$ cat src/rtl/dac_serializer.sv
//==============================================================================
// Module   : dac_serializer
// Brief    : Converts signed samples to offset binary and shifts them out as
//            24-bit SPI frames to a dual 16-bit DAC, then pulses LDAC.
//            Macro DAC_SERIALIZER_DUAL_CH_EN enables the second (ch1) frame.
// Revision : 1.0 - initial release
//==============================================================================
`default_nettype none

module dac_serializer #(
    parameter int M       = 16,
    parameter int CLK_DIV = 2,
    parameter int CS_GAP  = 2,
    parameter int LDAC_W  = 2
) (
    input  logic         clk,
    input  logic         rst,
    input  logic         sample_valid,
    input  logic [M-1:0] ch0,
    input  logic [M-1:0] ch1,
    output logic         ready,
    output logic         dac_sclk,
    output logic         dac_cs_n,
    output logic         dac_sdo,
    output logic         dac_ldac_n,
    output logic [7:0]   overrun_cnt
);

    localparam int c_DIV_W    = (CLK_DIV > 1) ? $clog2(CLK_DIV) : 1;
    localparam int c_WAIT_MAX = (CS_GAP > LDAC_W) ? CS_GAP : LDAC_W;
    localparam int c_WAIT_W   = $clog2(c_WAIT_MAX + 1);

    localparam logic [c_DIV_W-1:0]  c_DIV_LAST  = c_DIV_W'(CLK_DIV - 1);
    localparam logic [c_WAIT_W-1:0] c_LDAC_LAST = c_WAIT_W'(LDAC_W - 1);
    localparam logic [4:0]          c_LAST_BIT  = 5'd23;
    localparam logic [7:0]          c_CMD_CH0   = 8'h30;
`ifdef DAC_SERIALIZER_DUAL_CH_EN
    localparam logic [c_WAIT_W-1:0] c_GAP_LAST  = c_WAIT_W'(CS_GAP - 1);
    localparam logic [7:0]          c_CMD_CH1   = 8'h31;
`endif

    typedef enum logic [2:0] {
        S_IDLE   = 3'd0,
        S_SHIFT0 = 3'd1,
        S_GAP    = 3'd2,
        S_SHIFT1 = 3'd3,
        S_LDAC   = 3'd4
    } state_t;

    state_t              r_state,  w_state_nxt;
    logic [c_DIV_W-1:0]  r_div,    w_div_nxt;
    logic                r_phase,  w_phase_nxt;
    logic [4:0]          r_bit,    w_bit_nxt;
    logic [c_WAIT_W-1:0] r_wait,   w_wait_nxt;
    logic [23:0]         r_shreg,  w_shreg_nxt;

    logic                r_ready;
    logic                r_sclk;
    logic                r_cs_n;
    logic                r_sdo;
    logic                r_ldac_n;
    logic [7:0]          r_ovr;

    logic                w_accept;
    logic                w_overrun;
    logic                w_in_shift;
    logic [15:0]         w_data0;

    // Offset binary, left-justified into the DAC's 16-bit data field.
    function automatic logic [15:0] to_dac_data(input logic [M-1:0] x);
        logic [15:0] d;
        d          = 16'h0000;
        d[15 -: M] = {~x[M-1], x[M-2:0]};
        return d;
    endfunction

    assign w_accept   = sample_valid && r_ready;
    assign w_overrun  = sample_valid && !r_ready;
    assign w_in_shift = (r_state == S_SHIFT0) || (r_state == S_SHIFT1);
    assign w_data0    = to_dac_data(ch0);

`ifdef DAC_SERIALIZER_DUAL_CH_EN
    logic [15:0] r_data1;
    logic [15:0] w_data1;
    assign w_data1 = to_dac_data(ch1);

    always_ff @(posedge clk or negedge rst) begin
        if (!rst) begin
            r_data1 <= 16'h0000;
        end else if (w_accept) begin
            r_data1 <= w_data1;
        end
    end
`else
    logic w_unused_ch1;
    assign w_unused_ch1 = ^ch1;
`endif

    always_comb begin
        w_state_nxt = r_state;
        w_div_nxt   = r_div;
        w_phase_nxt = r_phase;
        w_bit_nxt   = r_bit;
        w_wait_nxt  = r_wait;
        w_shreg_nxt = r_shreg;
        case (r_state)
            S_IDLE: begin
                if (w_accept) begin
                    w_state_nxt = S_SHIFT0;
                    w_shreg_nxt = {c_CMD_CH0, w_data0};
                    w_div_nxt   = '0;
                    w_phase_nxt = 1'b0;
                    w_bit_nxt   = '0;
                end
            end
            S_SHIFT0, S_SHIFT1: begin
                if (r_div != c_DIV_LAST) begin
                    w_div_nxt = r_div + 1'b1;
                end else begin
                    w_div_nxt = '0;
                    if (!r_phase) begin
                        w_phase_nxt = 1'b1;
                    end else begin
                        w_phase_nxt = 1'b0;
                        if (r_bit != c_LAST_BIT) begin
                            w_bit_nxt   = r_bit + 1'b1;
                            w_shreg_nxt = {r_shreg[22:0], 1'b0};
                        end else begin
                            w_wait_nxt = '0;
`ifdef DAC_SERIALIZER_DUAL_CH_EN
                            w_state_nxt = (r_state == S_SHIFT0) ? S_GAP : S_LDAC;
`else
                            w_state_nxt = S_LDAC;
`endif
                        end
                    end
                end
            end
`ifdef DAC_SERIALIZER_DUAL_CH_EN
            S_GAP: begin
                if (r_wait == c_GAP_LAST) begin
                    w_state_nxt = S_SHIFT1;
                    w_shreg_nxt = {c_CMD_CH1, r_data1};
                    w_div_nxt   = '0;
                    w_phase_nxt = 1'b0;
                    w_bit_nxt   = '0;
                end else begin
                    w_wait_nxt = r_wait + 1'b1;
                end
            end
`endif
            S_LDAC: begin
                if (r_wait == c_LDAC_LAST) begin
                    w_state_nxt = S_IDLE;
                end else begin
                    w_wait_nxt = r_wait + 1'b1;
                end
            end
            default: begin
                w_state_nxt = S_IDLE;
            end
        endcase
    end

    // Pins are registered from the current state, so they lag the state by one cycle.
    always_ff @(posedge clk or negedge rst) begin
        if (!rst) begin
            r_state  <= S_IDLE;
            r_div    <= '0;
            r_phase  <= 1'b0;
            r_bit    <= '0;
            r_wait   <= '0;
            r_shreg  <= '0;
            r_ready  <= 1'b1;
            r_sclk   <= 1'b0;
            r_cs_n   <= 1'b1;
            r_sdo    <= 1'b0;
            r_ldac_n <= 1'b1;
            r_ovr    <= 8'h00;
        end else begin
            r_state  <= w_state_nxt;
            r_div    <= w_div_nxt;
            r_phase  <= w_phase_nxt;
            r_bit    <= w_bit_nxt;
            r_wait   <= w_wait_nxt;
            r_shreg  <= w_shreg_nxt;
            r_ready  <= (r_state == S_IDLE) && !w_accept;
            r_sclk   <= w_in_shift && r_phase;
            r_cs_n   <= !w_in_shift;
            r_sdo    <= w_in_shift && r_shreg[23];
            r_ldac_n <= (r_state != S_LDAC);
            if (w_overrun && (r_ovr != 8'hFF)) begin
                r_ovr <= r_ovr + 8'd1;
            end
        end
    end

    assign ready       = r_ready;
    assign dac_sclk    = r_sclk;
    assign dac_cs_n    = r_cs_n;
    assign dac_sdo     = r_sdo;
    assign dac_ldac_n  = r_ldac_n;
    assign overrun_cnt = r_ovr;

endmodule

`default_nettype wire

$ cat config.mk
export PLATFORM = sky130hd
export DESIGN_NAME = dac_serializer
export DESIGN_NICKNAME = d
export VERILOG_FILES = /design/src/rtl/dac_serializer.sv
export SDC_FILE = /design/constraint.sdc
export NUM_CORES = 1
export LEC_CHECK = 0
export ABC_CLOCK_PERIOD_IN_PS = 4000
export CAP_MARGIN = 20
export CELL_PAD_IN_SITES_DETAIL_PLACEMENT = 1
export CELL_PAD_IN_SITES_GLOBAL_PLACEMENT = 1
export CORE_UTILIZATION = 43
export DETAILED_ROUTE_END_ITERATION = 6
export GPL_TIMING_DRIVEN = 0
export PLACE_DENSITY = 0.9
export SLEW_MARGIN = 10
export SYNTH_ARGS = -nofsm -noshare
export SYNTH_HDL_FRONTEND = slang
export SYNTH_SLANG_ARGS = --single-unit
$ cat constraint.sdc
create_clock -name clk -period 4 [get_ports clk]
set_clock_uncertainty 0.2 [all_clocks]
set_input_delay 0.4 -clock clk [delete_from_list [all_inputs] [get_ports clk]]
set_output_delay 0.4 -clock clk [all_outputs]
set_load 0.1 [all_outputs]
==> results by group, run 1 <==
Status
  • Run status: finished, final reports clean

Synthesis
  • Synth top area cells: dfrtp_1, a22oi_1, and3b_1, o2bb2ai_1, dfstp_2
  • Most frequent cell after synthesis: dfrtp_1
  • Number of synthesized register bits: 48
  • Post-Synthesis Cells: 195
  • Mean post-synth cell area: 11.9 sq um
  • Top cell type's share of synthesized area: 0.484
  • Ys flop type: dfrtp_1
  • Post-synthesis sequential area ratio: 0.518
  • Most frequent cells after synthesis: dfrtp_1, a22oi_1, and3b_1, o2bb2ai_1, a22o_1
  • Post-synth top area cell: dfrtp_1
  • Synth Cell Area: 2330 sq um
  • Yosys warns: 0
  • Syn_nets: 233
  • FFs w/ async S/R, synth: 1.00
  • Post-synth cell types: 50
  • Number of flops mapped to enable cells by yosys: 0

Place
  • Count of buffers from port buffering: 31
  • GPL Wtd Cong: 0.759
  • Placed cell area: 2750 sq um
  • DP HPWL: 3.93 mm

Global route
  • First-pass GRT wire length: 9.20 mm
  • Global-route total usage across every layer: 0.220
  • Initial antenna violation count: 0
  • Pin count of the biggest net entering global routing: 26
  • Vias in the first global route: 1802
  • Gr ovfl total: 0

Die
  • Core area: 5170 sq um
  • DIE WIDTH: 75.5 um
  • DIE AREA: 5710 sq um
  • Y dimension of the die: 75.5 um
  • Number of top-level pins: 48
  • Initial Util: 0.450
  • Site Rows: 26

Critical path
  • Crit path max fanout: 8
  • Beginning of the critical path: ready
  • Crit path kind: register to output port
  • CP top delay family: buffers and inverters
  • Required time worst endpoint: 3400 ps
  • CP Capture Type: output port
  • CP max-delay cell: clkdlybuf4s50_1
  • Crit path buf inv count: 1
  • Worst stage delay on the critical path: 1150 ps
  • Worst R2R Start: r_state[2]
  • Crit path DAT: 2090 ps
  • Cells along the critical path: clkdlybuf4s50_1
  • Worst setup SP type: register

Layout
  • Number of diodes: 0
  • Post-route cell area: 2860 sq um
  • Share of cells above drive strength 1: 0.140
  • Filler cells: 555
  • Register area: 1200 sq um
  • Area added between synthesis and finish: 23.1%
  • Multi-input logic area: 1020 sq um
  • Nets@finish: 273

Power
  • Total power: 2.54 mW
  • P_leak: 1.22 nW
  • Pwr Density: 886 nW/um^2
  • Worst vdd ir: 0.418 mV

Drt
  • Iteration-0 DRC Markers: 83
  • Final antenna-violating net count: 0
  • Detail Route met2 WL: 2.80 mm
  • Final WL: 5.59 mm
  • DR WL met3: 184 um
  • DRC violations left: 0
  • DR vias/cell: 5.84
  • Vias after detailed routing: 1787
  • Wire per inst: 18.3 um
  • Metal1 wirelength: 2.56 mm
  • DR pass1 iterations: 4
  • Top sig layer: met4

CTS
  • CTS H-tree depth: 2
  • Resized cells post-CTS: 0
  • CTS tree: built
  • Clock buffer depth: 2
  • CTS root buffer: clkbuf_8
  • Worst-Skew Late Latency: 310 ps
  • Clock slew at reported path FFs: 90 ps
  • Clock Sinks: 48
  • Inserted Clock Buffers: 5

Hold path
  • HP Class: register to register
  • Worst hold start: r_shreg[9]

STA
  • Minimum clock period: 2690 ps
  • F_max: 372 MHz
  • Final period util: 0.672
  • Final Max Slew Viols: 0
  • Final Hold Fails: 0
  • Final setup violation count: 0
  • Relative slew slack: 0.343
  • Total Neg Setup Slack: 0 ps
  • Slew at the pin closest to its max-slew limit: 982 ps
  • RSZ-0062 raised after global routing: false
  • Hold_ws: 289 ps

Job
  • # Max-Cap Violations: 0
==> placed cells by master (no fill, tap or decap), types with 5 or more instances in the layout <==
cell             count
a22o_1               7
a22oi_1             17
and3b_1             14
clkbuf_1             6
clkbuf_8             5
clkdlybuf4s50_1     30
dfrtp_1             45
inv_1                5
nand2_1              6
o2bb2ai_1           14
==> registers in the layout, summed over array words and instances, names as in the netlist <==
| name | cells |
|---|---|
| dac_sdo | 1 |
| r_state | 2 |
| r_div | 1 |
| dac_sclk | 1 |
| r_bit | 5 |
| dac_cs_n | 1 |
| overrun_cnt | 8 |
| r_shreg | 24 |
| dac_ldac_n | 1 |
| r_phase | 1 |
| ready | 1 |
| r_wait | 2 |
==> routing by layer <==
layer  GRT usage  vias up
li1            -      826
met1       0.289      922
met2       0.376       33
met3      0.0503        6
met4      0.0432        0
met5           0        -
==> repair_timing <==
action	in CTS	in global routing
hold buffers	1	0
endpoints found under the hold margin	21	0
buffers inserted	0	0
==> cell families after synthesis <==
family,after synthesis,synth area share
AO/OA/AOI/OAI,62,0.217
XOR/XNOR,2,0.00753
adder cells (fa/ha/maj),3,0.0161
buffers and inverters,19,0.0446
flip-flops,48,0.518
multiplexers,7,0.0323
AND/OR/NAND/NOR,54,0.164
==> area by class of cell <==
cell class,count,share of cell area
repair buffers,33,0.120
inverters,6,0.00786
plain buffers,13,0.0284
clock inverters,2,0.0122
clock buffers,6,0.0253
flip-flops and latches,48,0.421
well taps,70,0.0306
multi-input cells,128,0.355
==> power breakdown <==
part / total, mW / switching [mW] / leakage (nW) / internal [mW]
clock network: 0.349 / 0.164 / 0.0552 / 0.186
registers: 0.848 / 0.166 / 0.598 / 0.682
logic: 1.34 / 0.856 / 0.570 / 0.484
==> path summary, 6_finish.rpt <==
| path | endpoint | slack [ps] | depth (start not counted) |
|---|---|---|---|
| min in group asynchronous | overrun_cnt[5] | 430 | 2 |
| worst max-delay path | ready | 1310 | 1 |
| worst min register to register | r_shreg[9] | 290 | 1 |
| max in group asynchronous | r_shreg[14] | 2650 | 3 |
| worst max register to register | r_shreg[6] | 2040 | 5 |
| worst min-delay path | r_shreg[9] | 290 | 1 |
==> stage by stage <==
stage	cells	worst slack (ps)	util
after floorplan	195	1720	-
after global placement	296	979	0.527
after detailed placement	297	1650	0.531
after CTS	306	1300	0.554
after global routing	306	1260	0.554
final	306	1310	0.554
Power figures use the tool's default switching activity.
==> run 2: changes to the inputs <==
- ABC_CLOCK_PERIOD_IN_PS: 4000 -> 2400
- CORE_UTILIZATION: 43 -> 36
- PLACE_DENSITY: 0.9 -> 0.81
- clock period: 4 -> 2.4 ns (I/O delays scaled with it)
==> run 2 against run 1 <==
Against the previous run: clock power up 31%; hold slack worse by 3.3 ps; critical path depth is the same; wire length fell by 4.4%; design area shrank 0.35%; first-iteration DRC count unchanged; sequential share of layout area rose by 0.15 points; combinational power grew 65%; worst setup slack worse by 1200 ps; non-clock buffer count unchanged; core utilization decreased by 8.3 points; largest power group unchanged.
==> results by group, run 2 (synthesis results as in run 1) <==
Critical path
  • Required time worst endpoint: 1960 ps (-1440 ps)
  • CP top delay family: buffers and inverters
  • R2r setup slk: 470 ps (-1570 ps)
  • Reg-to-Reg End: r_shreg[6]
  • Crit path buf inv count: 1 (unchanged)
  • Crit path kind: register to output port
  • CP max-delay cell: clkdlybuf4s50_1
  • CP Capture Type: output port
  • Cells along the critical path: clkdlybuf4s50_1
  • Worst stage delay on the critical path: 1160 ps (about the same)
  • Crit path max fanout: 6 (-2)
  • Worst setup SP type: register
  • Reg2reg path depth: 5 (unchanged)
  • Worst R2R Start: r_state[2]
  • Crit path DAT: 1890 ps (-200 ps)

Die
  • Initial Util: 0.384 (-0.0659)
  • Number of top-level pins: 48 (unchanged)
  • DIE WIDTH: 82.4 um (+9.0%)
  • Core area: 6060 sq um (+17%)
  • DIE AREA: 6790 sq um (+19%)
  • Y dimension of the die: 82.4 um (+9.0%)
  • Site Rows: 28 (+7.7%)

Drt
  • Iteration-0 DRC Markers: 83 (unchanged)
  • Top sig layer: met4
  • DR WL met3: 185 um (+0.54%)
  • Final antenna-violating net count: 0 (unchanged)
  • Final WL: 5.35 mm (-4.4%)
  • Wire per inst: 17.3 um (-5.6%)
  • DRC violations left: 0 (unchanged)
  • DR vias/cell: 5.72 (-2.1%)
  • Detail Route met2 WL: 2.55 mm (-9.0%)
  • Metal1 wirelength: 2.55 mm (-0.35%)
  • DR pass1 iterations: 4 (unchanged)
  • Vias after detailed routing: 1772 (-0.84%)

Power
  • Pwr Density: 1430 nW/um^2 (+61%)
  • P_leak: 1.28 nW (+4.3%)
  • Total power: 4.07 mW (+60%)
  • Worst vdd ir: 0.962 mV (+130%)

Place
  • Count of buffers from port buffering: 31 (unchanged)
  • DP HPWL: 3.80 mm (-3.2%)
  • Placed cell area: 2750 sq um (+0.23%)
  • GPL Wtd Cong: 0.757 (-0.33%)

Layout
  • Most frequent cells in the layout: dfrtp_1, clkdlybuf4s50_1, a22oi_1
  • Number of diodes: 0 (unchanged)
  • Nets@finish: 273 (unchanged)
  • Post-route cell area: 2850 sq um (-0.35%)
  • Max FFs per register: 24 (unchanged)
  • Filler cells: 650 (+17%)
  • Top reg by flops: r_shreg
  • Share of cells above drive strength 1: 0.136 (-0.00366)
  • Area added between synthesis and finish: 22.7%
  • Commonest non-fill, non-tap cell in the layout: dfrtp_1

CTS
  • Worst-Skew Late Latency: 300 ps (about the same)
  • Inserted Clock Buffers: 5 (unchanged)
  • Clock Sinks: 48 (unchanged)
  • Clock slew at reported path FFs: 80 ps (about the same)
  • CTS H-tree depth: 2 (unchanged)
  • CTS tree: built
  • Clock buffer depth: 2 (unchanged)
  • CTS root buffer: clkbuf_8

Global route
  • Gr ovfl total: 0 (unchanged)
  • Pin count of the biggest net entering global routing: 26 (unchanged)
  • Global-route total usage across every layer: 0.177 (-0.0428)
  • Vias in the first global route: 1857 (+3.1%)
  • Initial antenna violation count: 0 (unchanged)
  • First-pass GRT wire length: 9.00 mm (-2.2%)

STA
  • F_max: 429 MHz
  • RSZ-0062 raised after global routing: false
  • Final period util: 0.972
  • Final setup violation count: 0 (unchanged)
  • Relative slew slack: 0.354 (+0.0104)
  • Minimum clock period: 2330 ps
  • Hold_ws: 286 ps (-3.32 ps)
  • Total Neg Setup Slack: 0 ps (unchanged)
  • Slew at the pin closest to its max-slew limit: 968 ps (-14.1 ps)
  • Final Hold Fails: 0 (unchanged)
  • Final Max Slew Viols: 0 (unchanged)

Job
  • # Max-Cap Violations: 0 (unchanged)

Hold path
  • HP Class: input pin to async pin

Status
  • Run status: finished, final reports clean
[run 2: cell types whose count changed in the layout (fill, tap and decap cells not counted), sizes merged]
cell and change:
clkdlybuf4s50 -7, dlymetal6s2s +6, bufinv -1, dlygate4sd2 +1
[run 2: timing repair]
| action | in CTS | in global routing |
|---|---|---|
| resized for setup | 1 | 6 |
| endpoints found under the setup margin | 1 | 6 |
| endpoints found under the hold margin | 21 | 0 |
| hold buffers | 1 | 0 |
| setup buffers | 0 | 0 |
| pin swaps | 0 | 0 |
[run 2: worst max path at each step]
stage                   start        endpoint  slack (ps)  cells past startpoint
3_5_place_dp            ready           ready         240                      1
4_1_cts              dac_cs_n        dac_cs_n           5                      1
6_report       overrun_cnt[6]  overrun_cnt[6]          70                      1
5_1_grt        overrun_cnt[6]  overrun_cnt[6]           8                      1
2_1_floorplan  overrun_cnt[0]  overrun_cnt[6]         120                      4
3_3_place_gp              rst     r_shreg[10]        -520                      1
[run 2: power by group]
group          internal (mW)  switching, mW
combinational          0.798           1.41
clock                  0.199          0.258
sequential              1.14          0.269
total                   2.13           1.94
[run 2: routing by layer]
metal / vias to the layer above / global-route usage
met4: 0 / 0.0632
met1: 896 / 0.236
met3: 6 / 0.0319
met5: - / 0
met2: 40 / 0.287
li1: 830 / -
[run 2: cell type report]
class	count	area, sq um	share of cell area
buffer	13	81.3	0.0285
sequential	48	1200	0.422
clock inverter	1	5.00	0.00175
multi-input combinational	128	1020	0.356
tap	75	93.8	0.0329
clock buffer	6	72.6	0.0254
inverter	6	22.5	0.00789
timing repair buffer	33	357	0.125
[run 2: worst register-to-register path, stage by stage (launching register included)]
cell	delay [ps]
dfrtp_1	510
and4b_1	230
clkbuf_1	160
nor2_2	360
buf_4	260
o2bb2ai_1	80
[run 2: per-stage QoR]
step | instances | util | setup WS (ps)
final | 310 | 0.471 | 68.0
after global routing | 310 | 0.471 | 8.29
after CTS | 310 | 0.468 | 5.02
after detailed placement | 302 | 0.454 | 238
after global placement | 301 | 0.450 | -519
after floorplan | 195 | - | 118
